`config.mk`:
```
export PLATFORM = sky130hd
export DESIGN_NAME = queue_fifo_ctrl_flat
export DESIGN_NICKNAME = d
export VERILOG_FILES = /design/src/rtl/queue_fifo_ctrl_if.sv /design/src/rtl/queue_fifo_ctrl.sv /design/src/flat_wrapper.sv
export SDC_FILE = /design/constraint.sdc
export NUM_CORES = 1
export LEC_CHECK = 0
export ABC_AREA = 1
export ABC_CLOCK_PERIOD_IN_PS = 3500
export CAP_MARGIN = 20
export CORE_ASPECT_RATIO = 0.6
export CORE_UTILIZATION = 57
export DETAILED_ROUTE_END_ITERATION = 8
export GPL_ROUTABILITY_DRIVEN = 0
export PLACE_DENSITY = 0.85
export SYNTH_ARGS = -nofsm -noshare
export SYNTH_HDL_FRONTEND = slang
export SYNTH_SLANG_ARGS = --single-unit
```
`constraint.sdc`:
```
create_clock -name Clk_i -period 3.5 [get_ports Clk_i]
set_input_delay 0.7 -clock Clk_i [delete_from_list [all_inputs] [get_ports Clk_i]]
set_output_delay 0.7 -clock Clk_i [all_outputs]
set_load 0.1 [all_outputs]
```
`src/rtl/queue_fifo_ctrl_if.sv`:
```
// Producer/consumer handshake bundle for queue_fifo_ctrl.
// Error-flag ports exist only when QUEUE_ERR_FLAG_EN is defined.
interface queue_fifo_ctrl_if #(
    parameter int DATA_W = 8,
    parameter int ADDR_W = 3
);
    logic              Push_i;
    logic [DATA_W-1:0] PushData_i;
    logic              Pop_i;
    logic [DATA_W-1:0] PopData_o;
    logic              Full_o;
    logic              Empty_o;
    logic              AlmostFull_o;
    logic [ADDR_W:0]   Count_o;
`ifdef QUEUE_ERR_FLAG_EN
    logic              Overflow_o;
    logic              Underflow_o;
`endif

    // Driven by the producer/consumer pair sitting around the queue.
    modport master (
        output Push_i, PushData_i, Pop_i,
        input  PopData_o, Full_o, Empty_o, AlmostFull_o, Count_o
`ifdef QUEUE_ERR_FLAG_EN
        , input Overflow_o, Underflow_o
`endif
    );

    modport slave (
        input  Push_i, PushData_i, Pop_i,
        output PopData_o, Full_o, Empty_o, AlmostFull_o, Count_o
`ifdef QUEUE_ERR_FLAG_EN
        , output Overflow_o, Underflow_o
`endif
    );
endinterface

```
`src/rtl/queue_fifo_ctrl.sv`:
```
// Circular-buffer FWFT queue; occupancy = wr_ptr - rd_ptr via a ripple full-subtractor chain.
// Optional sticky overflow/underflow flags are built when QUEUE_ERR_FLAG_EN is defined.
module queue_fifo_ctrl #(
    parameter int DATA_W   = 8,
    parameter int ADDR_W   = 3,
    parameter int AF_LEVEL = 6
) (
    input  logic            Clk_i,
    input  logic            Rst_i,
    queue_fifo_ctrl_if.slave q
);
    localparam int DEPTH = 1 << ADDR_W;
    localparam logic [ADDR_W:0] FULL_CNT = {1'b1, {ADDR_W{1'b0}}};
    localparam logic [ADDR_W:0] AF_CNT   = AF_LEVEL[ADDR_W:0];
    localparam logic [ADDR_W:0] PTR_ONE  = {{ADDR_W{1'b0}}, 1'b1};

    logic [DATA_W-1:0] mem [DEPTH];
    logic [ADDR_W:0]   wr_ptr;
    logic [ADDR_W:0]   rd_ptr;
    logic [ADDR_W:0]   count;
    logic [ADDR_W:0]   borrow;
    logic              full;
    logic              empty;
    logic              push_ok;
    logic              pop_ok;

    // Bit-serial borrow chain; the top cell's borrow-out is simply not built,
    // which gives the modular difference that absorbs pointer wrap.
    assign borrow[0] = 1'b0;
    for (genvar i = 0; i <= ADDR_W; i++) begin : g_sub
        assign count[i] = wr_ptr[i] ^ rd_ptr[i] ^ borrow[i];
        if (i < ADDR_W) begin : g_bout
            assign borrow[i+1] = (~wr_ptr[i] & rd_ptr[i])
                               | (~(wr_ptr[i] ^ rd_ptr[i]) & borrow[i]);
        end
    end

    assign full  = (count == FULL_CNT);
    assign empty = (count == '0);

    assign q.Count_o      = count;
    assign q.Full_o       = full;
    assign q.Empty_o      = empty;
    assign q.AlmostFull_o = (count >= AF_CNT);
    assign q.PopData_o    = mem[rd_ptr[ADDR_W-1:0]];

    assign push_ok = q.Push_i & ~full;
    assign pop_ok  = q.Pop_i & ~empty;

    always_ff @(posedge Clk_i) begin
        if (Rst_i) begin
            wr_ptr <= '0;
            rd_ptr <= '0;
        end else begin
            if (push_ok) wr_ptr <= wr_ptr + PTR_ONE;
            if (pop_ok)  rd_ptr <= rd_ptr + PTR_ONE;
        end
    end

    // Storage is never cleared; reset only discards words by rewinding pointers.
    always_ff @(posedge Clk_i) begin
        if (push_ok && !Rst_i) begin
            mem[wr_ptr[ADDR_W-1:0]] <= q.PushData_i;
        end
    end

`ifdef QUEUE_ERR_FLAG_EN
    logic overflow;
    logic underflow;

    always_ff @(posedge Clk_i) begin
        if (Rst_i) begin
            overflow  <= 1'b0;
            underflow <= 1'b0;
        end else begin
            if (q.Push_i && full) overflow  <= 1'b1;
            if (q.Pop_i && empty) underflow <= 1'b1;
        end
    end

    assign q.Overflow_o  = overflow;
    assign q.Underflow_o = underflow;
`endif

endmodule
```
`src/flat_wrapper.sv`:
```
// flat-port wrapper written by rule: the top's interface ports become plain ports
module queue_fifo_ctrl_flat 
#(
    parameter int DATA_W   = 8,
    parameter int ADDR_W   = 3,
    parameter int AF_LEVEL = 6
)
  (Clk_i, Rst_i, q_Push_i, q_PushData_i, q_Pop_i, q_PopData_o, q_Full_o, q_Empty_o, q_AlmostFull_o, q_Count_o);
  queue_fifo_ctrl_if #(.DATA_W(DATA_W), .ADDR_W(ADDR_W)) q_i ();
  input  logic Clk_i;
  input  logic Rst_i;
  input wire logic [$bits(q_i.Push_i)-1:0] q_Push_i;
  input wire logic [$bits(q_i.PushData_i)-1:0] q_PushData_i;
  input wire logic [$bits(q_i.Pop_i)-1:0] q_Pop_i;
  output wire logic [$bits(q_i.PopData_o)-1:0] q_PopData_o;
  output wire logic [$bits(q_i.Full_o)-1:0] q_Full_o;
  output wire logic [$bits(q_i.Empty_o)-1:0] q_Empty_o;
  output wire logic [$bits(q_i.AlmostFull_o)-1:0] q_AlmostFull_o;
  output wire logic [$bits(q_i.Count_o)-1:0] q_Count_o;
  assign q_i.Push_i = q_Push_i;
  assign q_i.PushData_i = q_PushData_i;
  assign q_i.Pop_i = q_Pop_i;
  assign q_PopData_o = q_i.PopData_o;
  assign q_Full_o = q_i.Full_o;
  assign q_Empty_o = q_i.Empty_o;
  assign q_AlmostFull_o = q_i.AlmostFull_o;
  assign q_Count_o = q_i.Count_o;
  queue_fifo_ctrl #(.DATA_W(DATA_W), .ADDR_W(ADDR_W), .AF_LEVEL(AF_LEVEL)) u_core (.Clk_i(Clk_i), .Rst_i(Rst_i), .q(q_i));
endmodule
```
==> impl_metrics.json <==
{
  "worstSetupPathType": "reg2out",
  "final_hold_viol_count": 0,
  "synth.ff_latch_count": 75,
  "synth_area_leaders": "edfxtp_1, nor2_1, dfxtp_1, o21ai_0, nand2_1",
  "vias": 2187,
  "die_area_mm2": 0.00592,
  "drive_gt1_share_pct": 14.6,
  "placed_cell_area_mm2": 0.00359,
  "hold_path.class": "reg2reg",
  "holdPathEnd": "u_core.wr_ptr[0]$_SDFFE_PP0P_",
  "synthToLayoutAreaGrowth_pct": 19.2,
  "synth_cell_types": 23,
  "wirelength_um": 6250,
  "yosysWarnings": 0,
  "rsz0062_at_grt": "no",
  "netlist_instances": 300,
  "post_cts_resized": 0,
  "async_flop_share_pct": 0,
  "cts_max_path_buffers": 2,
  "finalCriticalPeriod_ns": 3.31,
  "numPortBuffers": 26,
  "drt_iter0_drc": 170,
  "r2r_end": "u_core.mem[5][2]$_DFFE_PP_",
  "dpl.cell_count": 392,
  "grt_overflow": 0,
  "finish.net_count": 354,
  "fp.dieW_um": 98.6,
  "max_clock_freq_mhz": 302,
  "fin_worst_skew_ns": 0.00893,
  "cts_tree": "done",
  "synth_nets": 317,
  "antenna_left": 0,
  "ys_seq_area_share_pct": 67.1,
  "hpwl_um": 4080,
  "grt_max_degree": 33,
  "rrSetupSlack_ns": 0.76,
  "crit_path_end_kind": "output port",
  "r2r_cells": 12,
  "timing.rr.start": "u_core.wr_ptr[0]$_SDFFE_PP0P_",
  "critPathMaxFanout": 10,
  "drcViolationCount": 0,
  "cp.required_ns": 2.80,
  "vias_per_cell": 5.36,
  "synth_top_cell_by_area": "edfxtp_1",
  "slew_violations": 0,
  "max-slew-margin-rel_pct": 56.8,
  "hold_buffers": 0,
  "die-height_um": 60.0,
  "final-instance-count-excl-fill": 408,
  "netlist_area_mm2": 0.00319,
  "io_pins": 27,
  "finalInstanceArea_mm2": 0.00381,
  "path_clk_slew_ns": 0.07,
  "fin_crit_sh_pct": 94.6,
  "grt_pass1_wl_um": 9740,
  "ys.flop_type": "edfxtp_1",
  "netlist.area_leader.share_pct": 60.2,
  "post_cts_buffers": 0,
  "synth_common_cells": "nor2_1, edfxtp_1, nand2_1",
  "clock_sinks": 75,
  "track_usage_pct": 23.3,
  "crit_arrival_ns": 2.61,
  "setup.worst_path.start_class": "flop",
  "core-area_mm2": 0.00523,
  "synth_edf_count": 64,
  "setup_viol_count_final": 0,
  "wl_per_cell_um": 15.3,
  "num_antenna_cells": 0,
  "tns_ns": 0,
  "rows": 20,
  "numCtsBuffers": 9,
  "fin_util_pct": 72.8,
  "grt_pass1_vias": 2028,
  "avgSynthCellArea_um2": 10.6,
  "worst-slew-pin-transition_ns": 0.648,
  "htree_num_levels": 3,
  "hold_start": "u_core.wr_ptr[0]$_SDFFE_PP0P_",
  "antenna_found_initial": 0,
  "maxCapViolations": 0,
  "cp-startpoint": "u_core.wr_ptr[0]$_SDFFE_PP0P_",
  "yosysMostFrequentCell": "nor2_1",
  "drt_pass1_iterations": 4,
  "cts_root_buf": "clkbuf_8",
  "outcome": "completed",
  "initial_utilization_pct": 61.1,
  "clk_latency_ns": 0.34,
  "whs_path_depth": 2
}
==> worst max path at each step <==
stage	to
6_report	q_Full_o
3_5_place_dp	q_Full_o
5_1_grt	q_Full_o
4_1_cts	q_Full_o
3_3_place_gp	q_Full_o
2_1_floorplan	q_AlmostFull_o
==> per-stage QoR <==
stage | setup slack, ns | hold slack [ns]
2_1_floorplan | -0.101 | 0.474
3_3_place_gp | 0.595 | 0.485
3_5_place_dp | 0.556 | 0.500
4_1_cts | 0.165 | 0.516
5_1_grt | 0.0145 | 0.548
6_report | 0.188 | 0.511
==> state kept, by name (all words and copies together) (netlist names), named ones only <==
register and flops:
u_core.rd_ptr 4, u_core.mem 64, u_core.wr_ptr 4
==> placed cells by master, fill, tap and decap left out, types with 2 or more instances in the layout <==
master,n
o211ai_1,2
inv_2,2
nand2_1,51
inv_1,16
edfxtp_1,64
buf_4,21
clkbuf_8,12
o21ai_1,6
clkinv_2,2
clkdlybuf4s50_1,11
a21oi_1,7
buf_12,4
nand3_1,10
nor2_1,68
ha_1,2
o21ai_0,42
dfxtp_1,10
nand3_4,2
==> final cells by class <==
cell class	instances	area (µm²)
clock buffer	12	165
timing repair buffer	36	348
multi-input combinational	196	948
sequential	75	2140
clock inverter	4	47.5
inverter	19	71.3
tap	66	82.6
fill	349	1420
==> routing by layer <==
layer	wire, µm	vias up	GRT usage, %
met3	567	7	6.67
met4	94	0	7.89
met5	0	-	0
met1	2700	995	30.8
li1	-	1097	-
met2	2890	88	37.9
==> logic make-up (layout without fill, tap and decap cells) <==
group | count (synthesis) | after routing | share of synthesized area (%)
and+or+nand+nor | 134 | 134 | 17.7
DFF | 75 | 75 | 67.1
AOI/OAI and AO/OA | 57 | 57 | 9.09
buffers and inverters | 29 | 71 | 3.72
adders and majority gates | 5 | 5 | 2.43
==> worst max-delay path: stages (launching register included) <==
cell and delay [ns]:
dfxtp_2 0.37, inv_2 0.08, ha_4 0.16, fa_2 0.36, fa_1 0.55, nand3_1 0.10
inv_1 0.17, nand3_4 0.17, inv_1 0.13, buf_12 0.18
Power is left out: the tool's default activity adds up to more than one toggle a clock period on the data nets, which glitch-free logic cannot reach.
